### src/rtl/adc_tone_burst_gen.sv
// Tone-burst generator: bursts of LUT sine samples on NUM_CH harmonic channels, separated by idle gaps.
// Latency: first sample registered and visible the cycle after an accepted start; one sample per transfer.
// Backpressure: out_ready=0 freezes data/sop/eop and the phase accumulators; abort/rst drop the run at once.
//
// Ports:
//   clk, rst              sample clock, asynchronous active-high reset
//   start, abort          run request (IDLE only) / immediate stop
//   freq_word, offset_bin phase increment and output format, latched on accepted start
//   out_valid/out_ready   sample handshake; out_data carries channel c in [c*ADC_WIDTH +: ADC_WIDTH]
//   out_sop, out_eop      first / last sample of a burst
//   busy, done            run in progress / one-cycle pulse after the final burst
module adc_tone_burst_gen #(
   parameter int ADC_WIDTH   = 14,
   parameter int NUM_CH      = 1,
   parameter int PHASE_WIDTH = 24,
   parameter int LUT_ADDR_W  = 8,
   parameter int LARGO_TONO  = 500,
   parameter int GAP_LEN     = 16,
   parameter int SIM_PKT_NUM = 10
) (
   input  logic                        clk,
   input  logic                        rst,
   input  logic                        start,
   input  logic                        abort,
   input  logic [PHASE_WIDTH-1:0]      freq_word,
   input  logic                        offset_bin,
   input  logic                        out_ready,
   output logic                        out_valid,
   output logic [NUM_CH*ADC_WIDTH-1:0] out_data,
   output logic                        out_sop,
   output logic                        out_eop,
   output logic                        busy,
   output logic                        done
);

   localparam int LUT_DEPTH = 2 ** LUT_ADDR_W;
   localparam int SCW = (LARGO_TONO > 1) ? $clog2(LARGO_TONO) : 1;
   localparam int GCW = (GAP_LEN > 1) ? $clog2(GAP_LEN) : 1;
   // Continuous mode only needs a free-running counter that wraps silently.
   localparam int BCW = (SIM_PKT_NUM > 0) ? $clog2(SIM_PKT_NUM + 1) : 16;
   localparam logic [SCW-1:0] LAST_SAMPLE = SCW'(LARGO_TONO - 1);
   localparam logic [GCW-1:0] LAST_GAP    = GCW'((GAP_LEN > 0) ? GAP_LEN - 1 : 0);
   localparam logic [BCW-1:0] PKT_TARGET  = BCW'(SIM_PKT_NUM);
   localparam logic           ONE_SAMPLE  = (LARGO_TONO == 1);

   typedef enum logic [1:0] {S_IDLE, S_TONE, S_GAP} state_t;

   // Full-wave sine entry, rounded half away from zero, full-scale minus one.
   function automatic logic [ADC_WIDTH-1:0] sine_entry(input int k);
      real amp;
      real ang;
      real s;
      int  r;
      amp = real'((2 ** (ADC_WIDTH - 1)) - 1);
      ang = 2.0 * 3.14159265358979323846 * real'(k) / real'(LUT_DEPTH);
      s   = amp * $sin(ang);
      r   = (s >= 0.0) ? $rtoi(s + 0.5) : -$rtoi(0.5 - s);
      return r[ADC_WIDTH-1:0];
   endfunction

   // Offset binary is two's complement with the sign bit inverted.
   function automatic logic [ADC_WIDTH-1:0] fmt(input logic [ADC_WIDTH-1:0] s, input logic ob);
      return {s[ADC_WIDTH-1] ^ ob, s[ADC_WIDTH-2:0]};
   endfunction

   logic [ADC_WIDTH-1:0] lut [LUT_DEPTH];

   for (genvar k = 0; k < LUT_DEPTH; k++) begin : g_lut
      assign lut[k] = sine_entry(k);
   end

   state_t                      state;
   logic [PHASE_WIDTH-1:0]      inc_q   [NUM_CH];
   logic [PHASE_WIDTH-1:0]      phase_q [NUM_CH];
   logic [PHASE_WIDTH-1:0]      phase_nxt [NUM_CH];
   logic                        ofs_q;
   logic [SCW-1:0]              sample_cnt;
   logic [GCW-1:0]              gap_cnt;
   logic [BCW-1:0]              burst_cnt;
   logic [BCW-1:0]              burst_nxt;
   logic [NUM_CH*ADC_WIDTH-1:0] data_nxt;
   logic [NUM_CH*ADC_WIDTH-1:0] data_first_in;
   logic [NUM_CH*ADC_WIDTH-1:0] data_first_q;
   logic                        xfer;

   // phase_q holds the phase of the sample currently on out_data, so the
   // next sample is looked up from the advanced phase.
   always_comb begin
      data_nxt = '0;
      for (int c = 0; c < NUM_CH; c++) begin
         phase_nxt[c] = phase_q[c] + inc_q[c];
         data_nxt[c*ADC_WIDTH +: ADC_WIDTH] =
            fmt(lut[phase_nxt[c][PHASE_WIDTH-1 -: LUT_ADDR_W]], ofs_q);
      end
   end

   // Every burst starts at phase 0 on all channels.
   assign data_first_in = {NUM_CH{fmt(lut[0], offset_bin)}};
   assign data_first_q  = {NUM_CH{fmt(lut[0], ofs_q)}};
   assign burst_nxt     = burst_cnt + 1'b1;
   assign xfer          = (state == S_TONE) && out_valid && out_ready;

   always_ff @(posedge clk or posedge rst) begin
      if (rst) begin
         state      <= S_IDLE;
         ofs_q      <= 1'b0;
         sample_cnt <= '0;
         gap_cnt    <= '0;
         burst_cnt  <= '0;
         out_valid  <= 1'b0;
         out_data   <= '0;
         out_sop    <= 1'b0;
         out_eop    <= 1'b0;
         busy       <= 1'b0;
         done       <= 1'b0;
         for (int c = 0; c < NUM_CH; c++) begin
            inc_q[c]   <= '0;
            phase_q[c] <= '0;
         end
      end else begin
         done <= 1'b0;
         if (abort) begin
            // abort beats transfer, eop and gap expiry; start+abort in IDLE stays IDLE
            state     <= S_IDLE;
            out_valid <= 1'b0;
            out_sop   <= 1'b0;
            out_eop   <= 1'b0;
            busy      <= 1'b0;
         end else begin
            case (state)
               S_IDLE: begin
                  if (start) begin
                     for (int c = 0; c < NUM_CH; c++) begin
                        inc_q[c]   <= PHASE_WIDTH'(freq_word * PHASE_WIDTH'(c + 1));
                        phase_q[c] <= '0;
                     end
                     ofs_q      <= offset_bin;
                     sample_cnt <= '0;
                     gap_cnt    <= '0;
                     burst_cnt  <= '0;
                     out_data   <= data_first_in;
                     out_valid  <= 1'b1;
                     out_sop    <= 1'b1;
                     out_eop    <= ONE_SAMPLE;
                     busy       <= 1'b1;
                     state      <= S_TONE;
                  end
               end

               S_TONE: begin
                  if (xfer) begin
                     if (out_eop) begin
                        burst_cnt <= burst_nxt;
                        if ((SIM_PKT_NUM != 0) && (burst_nxt == PKT_TARGET)) begin
                           state     <= S_IDLE;
                           out_valid <= 1'b0;
                           out_sop   <= 1'b0;
                           out_eop   <= 1'b0;
                           busy      <= 1'b0;
                           done      <= 1'b1;
                        end else if (GAP_LEN == 0) begin
                           for (int c = 0; c < NUM_CH; c++) phase_q[c] <= '0;
                           sample_cnt <= '0;
                           out_data   <= data_first_q;
                           out_sop    <= 1'b1;
                           out_eop    <= ONE_SAMPLE;
                        end else begin
                           state     <= S_GAP;
                           gap_cnt   <= '0;
                           out_valid <= 1'b0;
                           out_sop   <= 1'b0;
                           out_eop   <= 1'b0;
                        end
                     end else begin
                        for (int c = 0; c < NUM_CH; c++) phase_q[c] <= phase_nxt[c];
                        out_data   <= data_nxt;
                        sample_cnt <= sample_cnt + 1'b1;
                        out_sop    <= 1'b0;
                        out_eop    <= ((sample_cnt + 1'b1) == LAST_SAMPLE);
                     end
                  end
               end

               S_GAP: begin
                  if (gap_cnt == LAST_GAP) begin
                     for (int c = 0; c < NUM_CH; c++) phase_q[c] <= '0;
                     sample_cnt <= '0;
                     out_data   <= data_first_q;
                     out_valid  <= 1'b1;
                     out_sop    <= 1'b1;
                     out_eop    <= ONE_SAMPLE;
                     state      <= S_TONE;
                  end else begin
                     gap_cnt <= gap_cnt + 1'b1;
                  end
               end

               default: state <= S_IDLE;
            endcase
         end
      end
   end

endmodule
### config.mk
export PLATFORM = sky130hd
export DESIGN_NAME = adc_tone_burst_gen
export DESIGN_NICKNAME = d
export VERILOG_FILES = /design/src/rtl/adc_tone_burst_gen.sv
export SDC_FILE = /design/constraint.sdc
export NUM_CORES = 1
export LEC_CHECK = 0
export ABC_AREA = 1
export CAP_MARGIN = 40
export CORE_ASPECT_RATIO = 1.75
export CORE_MARGIN = 2
export CORE_UTILIZATION = 56
export DETAILED_ROUTE_END_ITERATION = 10
export PLACE_DENSITY = 0.86
export SLEW_MARGIN = 15
export SYNTH_ARGS = -nofsm -noshare
export SYNTH_HDL_FRONTEND = slang
export SYNTH_SLANG_ARGS = --single-unit
### constraint.sdc
create_clock -name clk -period 3 [get_ports clk]
set_clock_uncertainty 0.15 [all_clocks]
set_input_delay 0.6 -clock clk [delete_from_list [all_inputs] [get_ports clk]]
set_output_delay 0.6 -clock clk [all_outputs]
set_load 0.01 [all_outputs]
==> out/results.ini, run 1 <==
[placement]
dpl.hpwl_um=33700
placed_cell_area_mm2=0.0118
io_buffers=48
gp_congestion=1.23

[logic_synthesis]
synth_cell_type_count=44
ys_seq_area_share_pct=24.1
ys_warn_count=0
ys_seq_elements=87
synthArstFlopShare_pct=100
avgSynthCellArea_um2=6.14
yosys-top-cells-count=nand2_1, nand3_1, inv_1
synth_area_leaders=dfrtp_1, nand2_1, nand3_1
synthFlopType=dfrtp_1
synth_nets=1551
synth_top_area_share_pct=24.1
syn_area_mm2=0.00903
synthCells=1472
yosysTopAreaCell=dfrtp_1
yosysMostFrequentCell=nand2_1
synth-edff-count=0

[clock_tree]
max-clock-path-buffers=2
cts_num_sinks=87
cts_hold_buffers=0
cts_inserted_buffers=9
h-tree-depth=3
clockRootBuffer=clkbuf_16

[floorplan]
initial_core_util_pct=56.9
ios=49
dieWidth_um=100
num_rows=61
die_h_um=172

[outcome]
tool.error=[ERROR GRT-0116] Global routing finished with congestion. Check the congestion regions in the DRC Viewer.
status=aborted with a tool error
haltStage=global routing

[global_route]
grt_overflow=564
grt_pass1_vias=17300
grtUsageTotal_pct=85.0
grt_pass1_wl_um=113000
grt_max_degree=88

per-stage QoR:
step	setup slack [ns]	cells	TNS, ns	hold WS [ns]	util, %
floorplan	-0.0151	1472	-0.0277	0.303	-
global placement	-0.534	1944	-5.14	0.314	74.4
detailed placement	-0.605	1944	-6.65	0.317	74.4
CTS	-0.170	1992	-1.91	0.337	86.5
metal layers:
| layer | GRT overflow | GRT usage, % |
|---|---|---|
| met5 | 7 | 28.6 |
| met4 | 138 | 91.0 |
| met3 | 9 | 65.8 |
| met2 | 396 | 107 |
| met1 | 14 | 80.1 |
logic make-up after synthesis:
logic type,after synthesis,share of synthesized area (%)
buf+inv,200,9.74
compound gates,173,10.3
xor+xnor,20,2.11
mux,23,2.87
fa+ha+maj,49,6.87
simple gates,920,44.0
flops,87,24.1
what timing repair did:
action,in CTS
setup buffers,32
hold endpoints to repair,0
endpoints found under the setup margin,14
pin swaps,71
cloned,2
gates resized for setup,309
==> run 2: changes to the inputs <==
- CORE_ASPECT_RATIO: 1.75 -> default
- CORE_UTILIZATION: 56 -> 40
- PLACE_DENSITY: 0.86 -> default
- PLACE_DENSITY_LB_ADDON: default -> 0.15
- clock period: 3 -> 3.9 ns (I/O delays scaled with it)
==> out/results.ini, run 2 <==
[outcome]
status=complete, no violations

[clock_tree]
cts_inserted_buffers=9
cts_tree=done
path_clk_slew_ns=0.08
max-clock-path-buffers=2
insertion_delay_ns=0.37
clockRootBuffer=clkbuf_16
post_cts_buffers=0
h-tree-depth=3
cts_num_sinks=87

[worst_setup_path]
startpoint=phase_q[0]$_DFFE_PP0P_
timing.rr.end=out_data[6]$_DFFE_PP0P_
ff2ff_setup_slack_ns=0.22
crit_path_max_incr_delay_ns=0.38
endpoint=out_data[6]$_DFFE_PP0P_
reg2reg_depth=22
cp_cell_sequence=ha_1 > inv_1 > fa_1 > buf_4 > nor2_2 > nand3_1 > nor2_1 > nor2_2 > nand2_2 > nand2_2 > nand2_4 > buf_12 > nand2_1 > nand3_1 > nand3_1 > nand3_1 > nand2_1 > a21oi_1 > buf_4 > nand2_1 > nand3_1 > nand2_1
worstPathMaxFanout=16
critPathKind=flop to flop
cp.required_ns=4.01
end_kind=flop
cp.arrival_ns=3.79
reg2reg_from=phase_q[0]$_DFFE_PP0P_
crit_top_cell=nand3_1
worstSetupStartpointType=flop
crit_slowest_cell=fa_1

[timing]
finalHoldViolCount=0
final.period_utilization_pct=94.2
slew_headroom_pct=53.9
finalSetupTns_ns=0
setup_slack_ns=0.224
whs_ns=0.334
maxSlewViolCount=0
fin_crit_ns=3.68
rsz0062_at_grt=no
finalSetupViolCount=0
tightest_slew_ns=0.691
fmax_mhz=272

[final_layout]
drive_gt1_share_pct=13.5
nets=1650
final_common_cell=nand2_1
final_area_mm2=0.0108
final_cell_mix=nand2_1, nand3_1, inv_1
num-fill-cells=2349
reg_top3=inc_q (24), phase_q (24), out_data (14)
area_delta_synth_final_pct=19.9

[drt]
totalWireLength_um=40300
viasPerCell=5.71
dr.pass1.iters=6
antenna_left=0
drc=0
vias=10600
drtIter0Drc=1280
wl_per_cell_um=21.7

[global_route]
grt_overflow=0
grtUsageTotal_pct=34.0
grt_pass1_vias=10100
grt_max_degree=58
antenna_found_initial=1
grt_pass1_wl_um=61000

[logic_synthesis]
synth_area_leaders=dfrtp_1, nand2_1, nand3_1
synthFlopType=dfrtp_1
synthCells=1472
synth_top_area_share_pct=24.1
synth-edff-count=0
yosysMostFrequentCell=nand2_1
yosysTopAreaCell=dfrtp_1
ys_seq_area_share_pct=24.1
synth_nets=1551
yosys-top-cells-count=nand2_1, nand3_1, inv_1
avgSynthCellArea_um2=6.14
ys_warn_count=0
syn_area_mm2=0.00903
synthArstFlopShare_pct=100
synth_cell_type_count=44
ys_seq_elements=87

[worst_hold_path]
holdCritPathClass=flop to flop

[job]
max_cap_viol_count=0

[floorplan]
initial_core_util_pct=41.0
die_h_um=154
dieWidth_um=154
num_rows=54
fp.coreArea_mm2=0.0220
ios=49
die_area_mm2=0.0238

[placement]
placed_cell_area_mm2=0.0104
io_buffers=48
dpl.hpwl_um=30600
gp_congestion=1.06
post-place-ws_ns=-0.117

==> run 2: cell counts after synthesis <==
No cell type changed its count.
==> run 2: what timing repair did <==
item,CTS,global route
pin swaps,0,0
hold buffers,0,0
endpoints found under the setup margin,4,12
resized for setup,2,26
==> run 2: area by class of cell <==
cell class	instances	area, um2	area share, %
clock buffers	9	225	2.08
well taps	280	350	3.23
multi-input cells	1185	6100	56.3
inverters	142	536	4.94
flip-flops and latches	87	2180	20.1
clock inverters	7	86.3	0.797
diodes	1	2.50	0.0231
repair buffers	146	1350	12.5
==> run 2: stage by stage <==
step,util (%),std cells
2_1_floorplan,-,1472
3_3_place_gp,47.2,1840
3_5_place_dp,47.2,1840
4_1_cts,48.6,1856
5_1_grt,49.2,1856
6_report,49.2,1857
==> run 2: how the worst min path moves through the flow <==
stage,endpoint,depth (start not counted),startpoint,slack [ns]
2_1_floorplan,phase_q[13]$_DFFE_PP0P_,2,phase_q[13]$_DFFE_PP0P_,0.30
3_3_place_gp,out_data[8]$_DFFE_PP0P_,2,out_data[8]$_DFFE_PP0P_,0.31
3_5_place_dp,out_data[12]$_DFFE_PP0P_,2,out_data[12]$_DFFE_PP0P_,0.32
4_1_cts,out_data[12]$_DFFE_PP0P_,2,out_data[12]$_DFFE_PP0P_,0.34
5_1_grt,phase_q[7]$_DFFE_PP0P_,2,phase_q[7]$_DFFE_PP0P_,0.36
6_report,out_data[10]$_DFFE_PP0P_,2,out_data[10]$_DFFE_PP0P_,0.33
==> run 2: routing by layer <==
layer	GRT usage (%)	up-vias	routed length, um
met2	49.4	532	16500
met4	15.9	0	2070
met3	7.03	115	3800
met5	0	-	0
met1	48.1	4936	18000
li1	-	5018	-
==> run 2: cells by family (layout without fill, tap and decap cells) <==
| kind of cell | count (synthesis) | in the layout | synth area share (%) |
|---|---|---|---|
| mux | 23 | 23 | 2.87 |
| xor+xnor | 20 | 20 | 2.11 |
| flops | 87 | 87 | 24.1 |
| other cells | 0 | 1 | 0 |
| fa+ha+maj | 49 | 49 | 6.87 |
| simple gates | 920 | 920 | 44.0 |
| compound gates | 173 | 173 | 10.3 |
| buf+inv | 200 | 304 | 9.74 |
==> run 2: critical path, delay by kind of cell (launching register included) <==
family / cells / cell delay, ns
adder cells (fa/ha/maj): 2 / 0.57
AO/OA/AOI/OAI: 1 / 0.18
AND/OR/NAND/NOR: 15 / 1.74
buffers and inverters: 4 / 0.55
flip-flops: 1 / 0.36
Power of run 2 is left out: the tool's default activity adds up to more than one toggle a clock period on the data nets, which glitch-free logic cannot reach.
